==> config.mk <==
export PLATFORM = sky130hd
export DESIGN_NAME = sig_fp2fix_buf
export DESIGN_NICKNAME = d
export VERILOG_FILES = /design/src/rtl/sig_fp2fix_buf.sv
export SDC_FILE = /design/constraint.sdc
export NUM_CORES = 1
export LEC_CHECK = 0
export ABC_AREA = 1
export BUFFER_PORTS_ARGS = -buffer_cell sky130_fd_sc_hd__buf_2
export CAP_MARGIN = 20
export CORE_UTILIZATION = 30
export DETAILED_ROUTE_END_ITERATION = 8
export PLACE_DENSITY = 0.53
export SLEW_MARGIN = 0
export SYNTH_ARGS = -nofsm -noshare
export SYNTH_HDL_FRONTEND = slang
export SYNTH_SLANG_ARGS = --single-unit
==> constraint.sdc <==
create_clock -name clk -period 3.6 [get_ports clk]
set_input_delay 0.18 -clock clk [delete_from_list [all_inputs] [get_ports clk]]
set_output_delay 0.18 -clock clk [all_outputs]
set_load 0.1 [all_outputs]
==> src/rtl/sig_fp2fix_buf.sv <==
// sig_fp2fix_buf: float32 to unsigned Q0.FRAC converter with FWFT FIFO.
// Define SIG_FIX_STATS_EN to enable the saturation counter.
module sig_fp2fix_buf #(
  parameter int DWIDTH         = 32,
  parameter int EXPONENT_WIDTH = 8,
  parameter int BIAS           = 127,
  parameter int FRAC           = 16,
  parameter int DEPTH          = 8,
  parameter int AW             = 3
) (
  input  logic              clk,
  input  logic              rst,
  input  logic              valid_in,
  input  logic [DWIDTH-1:0] y_in,
  output logic [FRAC-1:0]   m_data,
  output logic              m_valid,
  input  logic              m_ready,
  output logic [AW:0]       count,
  output logic              ovf,
  output logic              err_nan,
  output logic [15:0]       sat_count
);

  localparam int MW = DWIDTH - EXPONENT_WIDTH - 1;
  localparam int SW = $clog2(MW + 2);

  typedef enum logic [1:0] {
    C_ZERO,
    C_SAT,
    C_NORM
  } cls_t;

  logic                      sgn;
  logic [EXPONENT_WIDTH-1:0] exp_f;
  logic [MW-1:0]             man;
  logic                      is_nan;
  logic [31:0]               shw;
  cls_t                      cls_d;

  assign sgn    = y_in[DWIDTH-1];
  assign exp_f  = y_in[DWIDTH-2 -: EXPONENT_WIDTH];
  assign man    = y_in[MW-1:0];
  assign is_nan = (&exp_f) & (|man);
  assign shw    = 32'(BIAS + MW - FRAC) - 32'(exp_f);

  always_comb begin
    cls_d = C_NORM;
    if (is_nan || sgn || exp_f == '0)
      cls_d = C_ZERO;
    else if (32'(exp_f) >= 32'(BIAS))
      cls_d = C_SAT;
    else if (shw >= 32'(MW + 2))
      cls_d = C_ZERO;
  end

  logic          v1;
  logic          nan1;
  cls_t          cls1;
  logic [SW-1:0] sh1;
  logic [MW:0]   s1m;

  always_ff @(posedge clk) begin
    if (rst) begin
      v1   <= 1'b0;
      nan1 <= 1'b0;
      cls1 <= C_ZERO;
      sh1  <= '0;
      s1m  <= '0;
    end else begin
      v1   <= valid_in;
      nan1 <= valid_in & is_nan;
      cls1 <= cls_d;
      sh1  <= shw[SW-1:0];
      s1m  <= {1'b1, man};
    end
  end

  logic [MW:0]     shifted;
  logic            rbit;
  logic [MW+1:0]   sum;
  logic            ovr;
  logic [FRAC-1:0] code_d;

  // sh is at least 1 on the normal path, so sh-1 is a valid bit index
  assign shifted = s1m >> sh1;
  assign rbit    = s1m[sh1 - SW'(1)];
  assign sum     = {1'b0, shifted} + (MW + 2)'(rbit);
  assign ovr     = |sum[MW+1:FRAC];

  always_comb begin
    code_d = '0;
    unique case (cls1)
      C_SAT:   code_d = '1;
      C_NORM:  code_d = ovr ? '1 : sum[FRAC-1:0];
      default: code_d = '0;
    endcase
  end

  logic            v2;
  logic [FRAC-1:0] c2;

  always_ff @(posedge clk) begin
    if (rst) begin
      v2      <= 1'b0;
      c2      <= '0;
      err_nan <= 1'b0;
    end else begin
      v2 <= v1;
      c2 <= code_d;
      if (v1 && nan1)
        err_nan <= 1'b1;
    end
  end

`ifdef SIG_FIX_STATS_EN
  logic        sat_hit;
  logic [15:0] sat_q;

  assign sat_hit = v1 & ((cls1 == C_SAT) |
                         ((cls1 == C_NORM) & ovr));

  always_ff @(posedge clk) begin
    if (rst)
      sat_q <= '0;
    else if (sat_hit && sat_q != 16'hFFFF)
      sat_q <= sat_q + 16'd1;
  end

  assign sat_count = sat_q;
`else
  assign sat_count = '0;
`endif

  logic [FRAC-1:0] mem [DEPTH];
  logic [AW-1:0]   wp;
  logic [AW-1:0]   rp;
  logic [AW:0]     cnt;
  logic            full;
  logic            pop;
  logic            wr;

  assign full    = (cnt == (AW + 1)'(DEPTH));
  assign m_valid = (cnt != '0);
  assign pop     = m_valid & m_ready;
  // a pop frees the slot, so a full FIFO still accepts the push
  assign wr      = v2 & (~full | pop);
  assign count   = cnt;
  assign m_data  = m_valid ? mem[rp] : '0;

  always_ff @(posedge clk) begin
    if (wr)
      mem[wp] <= c2;
  end

  always_ff @(posedge clk) begin
    if (rst) begin
      wp  <= '0;
      rp  <= '0;
      cnt <= '0;
      ovf <= 1'b0;
    end else begin
      if (wr)
        wp <= wp + AW'(1);
      if (pop)
        rp <= rp + AW'(1);
      if (wr && !pop)
        cnt <= cnt + (AW + 1)'(1);
      else if (!wr && pop)
        cnt <= cnt - (AW + 1)'(1);
      if (v2 && full && !pop)
        ovf <= 1'b1;
    end
  end

endmodule

* Word level (Yosys, flattened, before mapping)
Memory sizes are Yosys's and may differ from the RTL's. A register that Yosys moved wholly into a read port is not among the register bits.
Cells that the tools add are included.
** Cells by class
- Add/sub/neg operators :: 7
- Multipliers :: 0
- Divide/modulo/power cells :: 0
- $lt $le $gt $ge :: 3
- Equal/unequal tests :: 3
- Shifts and indexed selects :: 1
- Multiplexer cells :: 14
- Bitwise operators :: 6
- Reduce and logical (&&, ||, !) cells :: 17
** Operators by type and width (count)
- 32-bit by 5-bit >= comparator with 1-bit output, second input constant :: 1
- 16-bit 2-to-1 mux :: 2
- 16-bit case mux with 2 select lines :: 1
- 24-bit by 1-bit adder with 25-bit output :: 1
- 24-bit 2-to-1 mux :: 1
- 24-bit by 5-bit right shift with 24-bit output :: 1
- 23-bit OR reduction :: 1
- 9-bit OR reduction :: 1
- 8-bit by 8-bit subtractor with 9-bit output, first input constant :: 1
- 8-bit by 7-bit >= comparator with 1-bit output, second input constant :: 1
- 8-bit logical NOT :: 1
- 4-bit 2-to-1 mux :: 2
- 8-bit AND reduction :: 1
- 3-bit by 1-bit adder with 3-bit output, second input constant :: 2
- 5-bit by 6-bit < comparator with 1-bit output, second input constant :: 1
- 3-bit 2-to-1 mux :: 2
- 1-bit binary-select mux with 5-bit select :: 1
- 1-bit logical AND :: 5
- 5-bit by 1-bit subtractor with 5-bit output, second input constant :: 1
- 4-bit by 1-bit adder with 4-bit output, second input constant :: 1
- 1-bit AND :: 4
- 4-bit == test, second input constant :: 1
- 1-bit 2-to-1 mux :: 4
- 4-bit nonzero test :: 1
- other kinds (11) :: 13
** Storage, ports and cells
- Register bits after elaboration :: 62
- Bits in latches :: 0
- Bits in writable memories :: 128
- ROM bits :: 0
- Bits of input ports :: 36
- Output and inout bits :: 39
- Word-level logic and storage cells :: 66
- Memories kept :: 1
** Memory list
- mem :: depth 8, bits a word 16, rd ports 1, clocked after memory_dff 1, wr ports 1, line 134 : logic [FRAC-1:0] mem [DEPTH];

* Depth between registers and ports, before layout
- Depth after elaboration :: 8
- Gate-level depth with buffers :: 25
- Mapped depth without buffers :: 21

* Worst setup path before layout
No wires, ideal clock.
- Path type :: register to output
- Start point :: register cnt[0], in the netlist count[0]
- End point :: output m_data[10]
- Data arrival time :: 4.174 ns
- Data required time :: 3.420 ns
- Path slack :: -0.754 ns
- Cell stages (with the launch flop) :: 6
- Buffers on the path :: 1
- Cells stage by stage :: dfxtp_1 -> nor2_1 -> nand3_1 -> clkbuf_1 -> o21ai_0 -> a31oi_1
** Between the ends
- Longest elaborated chain between the ends :: 2
** RTL lines
- start: declaration :: line 137 : logic [AW:0] cnt;
- start signal: assignment :: line 167 : cnt <= cnt + (AW + 1)'(1);
- start signal: assignment :: line 169 : cnt <= cnt - (AW + 1)'(1);
- 4-bit nonzero test :: line 143 : assign m_valid = (cnt != '0);
- net m_valid :: line 16 : output logic m_valid,
- 16-bit 2-to-1 mux :: line 148 : assign m_data = m_valid ? mem[rp] : '0;
- end: declaration :: line 15 : output logic [FRAC-1:0] m_data,
The timed path passes the listed nets, and every way through them passes these cells.

* Worst setup path after layout
- Start point :: register sh1[0]
- End point :: register c2[9]
** Between the ends
- Longest elaborated chain between the ends :: 7
** RTL lines
- start: declaration :: line 59 : logic [SW-1:0] sh1;
- start signal: assignment :: line 73 : sh1 <= shw[SW-1:0];
- 5-bit by 1-bit subtractor with 5-bit output :: line 86 : assign rbit = s1m[sh1 - SW'(1)];
- 1-bit binary-select mux with 5-bit select :: line 86
- 1-bit 2-to-1 mux (implied by the code) :: line 86
- 24-bit by 1-bit adder with 25-bit output * :: line 87 : assign sum = {1'b0, shifted} + (MW + 2)'(rbit);
- 9-bit OR reduction :: line 88 : assign ovr = |sum[MW+1:FRAC];
- 16-bit 2-to-1 mux * :: line 94 : C_NORM: code_d = ovr ? '1 : sum[FRAC-1:0];
- 16-bit case mux with 2 select lines * :: line 92 : unique case (cls1)
- end signal: assignment :: line 109 : c2 <= code_d;
- end: declaration :: line 100 : logic [FRAC-1:0] c2;
Mark *: on every way between the ends. The rest lies on a longest branch, timed or not. The select of a mux whose other input is x is not followed.
A chain may end at the register's enable or synchronous reset.

==> impl_metrics.json <==
{
  "status": "completed",
  "layout.cell_area.non_filler_mm2": 0.01123,
  "post_synth_inst_count": 1113,
  "synth-seq-area-share": 0.5316,
  "worst_slew_pin_slew_ns": 0.8322,
  "final.setup.tns_ns": 0,
  "starting_density": 0.3059,
  "clock_power_share": 0.243,
  "port_buffers": 58,
  "finalCritPeriodShare": 0.9326,
  "netlist_top_cells_area": "sky130_fd_sc_hd__edfxtp_1, sky130_fd_sc_hd__dfxtp_1, sky130_fd_sc_hd__nor2_1",
  "power_frac_seq": 0.324,
  "synth.yosys.warnings": 0,
  "worstPathBufferInverterCount": 3,
  "gp_routability_congestion": 0.8833,
  "cell_internal_pwr_w": 0.004092,
  "power.density_cell_area_mw_per_mm2": 679.9,
  "worstSetupEndpointType": "flip-flop",
  "ys_seq_elements": 193,
  "rows": 65,
  "detailed_place.area_mm2": 0.01040,
  "synth_edf_count": 128,
  "first_global_vias": 7495,
  "design_power_total_w": 0.007638,
  "synth_area_mm2": 0.009678,
  "placement.setup.worst_slack_ns": 0.07388,
  "asyncSetResetFlopFracSynth": 0,
  "fp.dieW_um": 181.6,
  "antenna_violations_before_repair": 0,
  "htree_num_levels": 4,
  "grt_pass1_wl_um": 38650,
  "synth.largest_area_cell": "sky130_fd_sc_hd__edfxtp_1",
  "netSwitchingPower_w": 0.003545,
  "clock_transition_at_the_registers_of_the_reported_paths_ns": 0.07,
  "final_critical_path_setup_slack_ns": 0.2426,
  "cp_slowest_stage_delay_ns": 0.40,
  "average_routed_wire_per_standard_cell_um": 15.12,
  "antenna_cells": 0,
  "crit_path_top_delay_cell": "sky130_fd_sc_hd__dfxtp_1",
  "initialDrtViolationCount": 527,
  "cts_tree": "done",
  "syn2layout_area_growth_pct": 16.07,
  "critical_path_required_ns": 3.90,
  "avgSynthCellArea_um2": 8.695,
  "core_mm2": 0.03164,
  "floorplan.die.height_um": 181.6,
  "antenna_left": 0,
  "grt_use_total": 0.1494,
  "hold_path_class": "input port to flip-flop",
  "cp_cell_sequence": "inv_6 > ha_2 > xnor2_1 > o211ai_1 > nand3_1 > o21ai_0 > o21ai_1 > ha_1 > inv_1 > nor2_4 > nand2_2 > nor2_4 > buf_4 > nand4_1 > nand2_1 > nand2_2 > nor2_8 > nand3_1 > nand2_1 > a21oi_1",
  "design.final.nets": 1240,
  "maxCapViolCount": 0,
  "sw_frac": 0.4642,
  "cts_inserted_buffers": 17,
  "dpl.hpwl_um": 16040,
  "clock_insertion_delay_worst_skew_ns": 0.44,
  "post-cts-setup-buffers": 0,
  "route.vias.total": 7836,
  "cellLeakagePower_nw": 4.389,
  "routed_wl_um": 24260,
  "criticalPathCategory": "flip-flop to flip-flop",
  "max_slew_margin": 0.4418,
  "drv_slew": 0,
  "ios": 75,
  "post-route-drc-count": 0,
  "rsz0062_at_grt": "false",
  "post-synth-top-area-fraction": 0.3972,
  "netlist-cell-type-count": 48,
  "global_route.overflow_total": 0,
  "clock_sinks": 193,
  "first_pass_iters": 5,
  "power.share.combinational": 0.433,
  "worst_path_dominant_cell_family": "simple AND/OR/NAND/NOR gates",
  "largest_net_degree_at_the_start_of_global_routing": 65,
  "ys_dominant_reg_cell": "sky130_fd_sc_hd__edfxtp_1",
  "fp.dieArea_mm2": 0.03298,
  "data_arrival_time_of_the_critical_path_ns": 3.66,
  "vias_per_cell": 4.885,
  "cp-start-kind": "flip-flop",
  "ctsRootBufferMaster": "sky130_fd_sc_hd__clkbuf_16",
  "clockBufferDepth": 2,
  "setup_violations": 0,
  "critical_path_peak_fanout": 16,
  "worst_clock_skew_ns": 0.01321,
  "fraction_of_final_layout_cells_sized_beyond_drive_strength_1": 0.1389,
  "final.min_clock_period_ns": 3.357,
  "max_clock_freq_mhz": 297.9,
  "timing_hold_violations_final": 0,
  "worst_vdd_rail_ir_drop_uv": 587.7
}
==> synth_stat cells (all sizes together) (3+ instances only) <==
cell,n
a31oi,17
clkinv,3
nor2,216
a21oi,35
nand3,140
inv,77
ha,14
o22ai,16
nor4,3
edfxtp,128
clkbuf,30
nor3,4
o21ai,102
nand2,169
xor2,10
buf,41
nand4,13
xnor2,11
dfxtp,65
==> path summary, 6_finish.rpt <==
kind / startpoint / to / slack [ns] / cells past startpoint
max: sh1[0] / c2[9] / 0.24 / 20
min: y_in[31] / cls1[0] / 0.05 / 4
min reg2reg: v1 / v2 / 0.43 / 2
max reg2reg: sh1[0] / c2[9] / 0.24 / 20
==> per-stage QoR <==
stage / hold WS, ns / utilization / instances
detailed placement: 0.4026 / 0.3287 / 1547
finish: 0.04753 / 0.3551 / 1604
floorplan: 0.2870 / - / 1128
global route: 0.05646 / 0.3551 / 1604
global placement: 0.4003 / 0.3287 / 1547
CTS: 0.02688 / 0.3544 / 1603
==> routing by layer <==
layer  up-vias  share of wire  track usage
met2       169           0.50       0.2632
met1      3730           0.45       0.1824
met4         0          0.019      0.05254
li1       3906              -            -
met3        31          0.033      0.02667
met5         -              0            0
==> layout by cell type (no fill, tap or decap), types with 3 or more instances in the layout <==
cell	synthesis	routed
sky130_fd_sc_hd__nor2_2	8	8
sky130_fd_sc_hd__buf_4	19	30
sky130_fd_sc_hd__dlygate4sd3_1	0	24
sky130_fd_sc_hd__xor2_1	10	10
sky130_fd_sc_hd__edfxtp_1	128	128
sky130_fd_sc_hd__inv_6	1	4
sky130_fd_sc_hd__inv_1	72	72
sky130_fd_sc_hd__dfxtp_1	65	64
sky130_fd_sc_hd__o21ai_1	6	7
sky130_fd_sc_hd__inv_8	0	3
sky130_fd_sc_hd__nand4_1	13	13
sky130_fd_sc_hd__ha_1	14	12
sky130_fd_sc_hd__clkinvlp_4	0	4
sky130_fd_sc_hd__clkbuf_16	0	17
sky130_fd_sc_hd__inv_2	4	4
sky130_fd_sc_hd__a21oi_1	35	35
sky130_fd_sc_hd__clkinv_1	3	4
sky130_fd_sc_hd__a31oi_2	0	9
sky130_fd_sc_hd__conb_1	1	16
sky130_fd_sc_hd__nand3_1	136	135
sky130_fd_sc_hd__nand2_1	160	160
sky130_fd_sc_hd__nor4_1	3	3
sky130_fd_sc_hd__nand2_2	8	8
sky130_fd_sc_hd__xnor2_1	11	11
sky130_fd_sc_hd__o21ai_0	96	95
sky130_fd_sc_hd__nor2_4	5	6
sky130_fd_sc_hd__buf_2	9	58
sky130_fd_sc_hd__nor3_1	3	3
sky130_fd_sc_hd__nand3_2	3	4
sky130_fd_sc_hd__a31oi_1	17	8
sky130_fd_sc_hd__o22ai_1	16	16
sky130_fd_sc_hd__nor2_1	202	202
==> area by class of cell <==
class,count,area (um^2)
Tap cell,402,503.0
Fill cell,3250,20400
Sequential cell,193,5146
Timing Repair Buffer,112,755.7
Inverter,80,305.3
Clock buffer,18,429.2
Clock inverter,14,145.1
Multi-Input combinational cell,785,3949
==> repair_timing <==
item / in CTS / in global routing
gates resized for setup: 0 / 5
endpoints found under the setup margin: 0 / 16
hold endpoints to repair: 25 / 0
hold buffers: 24 / 0
==> flip-flops by register name, summed over array words and instances (netlist names), named ones only <==
register / count
nan1: 1
s1m: 24
sh1: 5
wp: 3
ovf: 1
v1: 1
err_nan: 1
c2: 16
mem: 128
cls1: 2
count: 4
v2: 1
rp: 3
==> logic make-up (layout without fill, tap and decap cells) <==
kind of cell / Yosys count / in the layout / share of synthesized area
and+or+nand+nor: 550 / 551 / 0.2520
DFF: 193 / 193 / 0.5316
AOI/OAI and AO/OA: 182 / 182 / 0.1027
buffers and inverters: 151 / 224 / 0.07421
xor gates and xnor gates: 21 / 21 / 0.01900
adders and majority gates: 15 / 15 / 0.02017
other: 1 / 16 / 0.0003875
==> power groups by stage <==
| stage | clock network, W | registers (W) | logic [W] |
|---|---|---|---|
| floorplan | 0 | 0.00266 | 0.00252 |
| global placement | 0 | 0.00252 | 0.00328 |
| detailed placement | 0 | 0.00252 | 0.00329 |
| CTS | 0.00188 | 0.00247 | 0.00332 |
| global route | 0.00197 | 0.00248 | 0.00354 |
| finish | 0.00186 | 0.00247 | 0.00331 |
==> worst min-delay path: stages <==
cell	delay, ns
sky130_fd_sc_hd__buf_2	0.07
sky130_fd_sc_hd__nor2_1	0.03
sky130_fd_sc_hd__nand3_1	0.10
sky130_fd_sc_hd__nor2_1	0.04
Power figures use the tool's default switching activity.
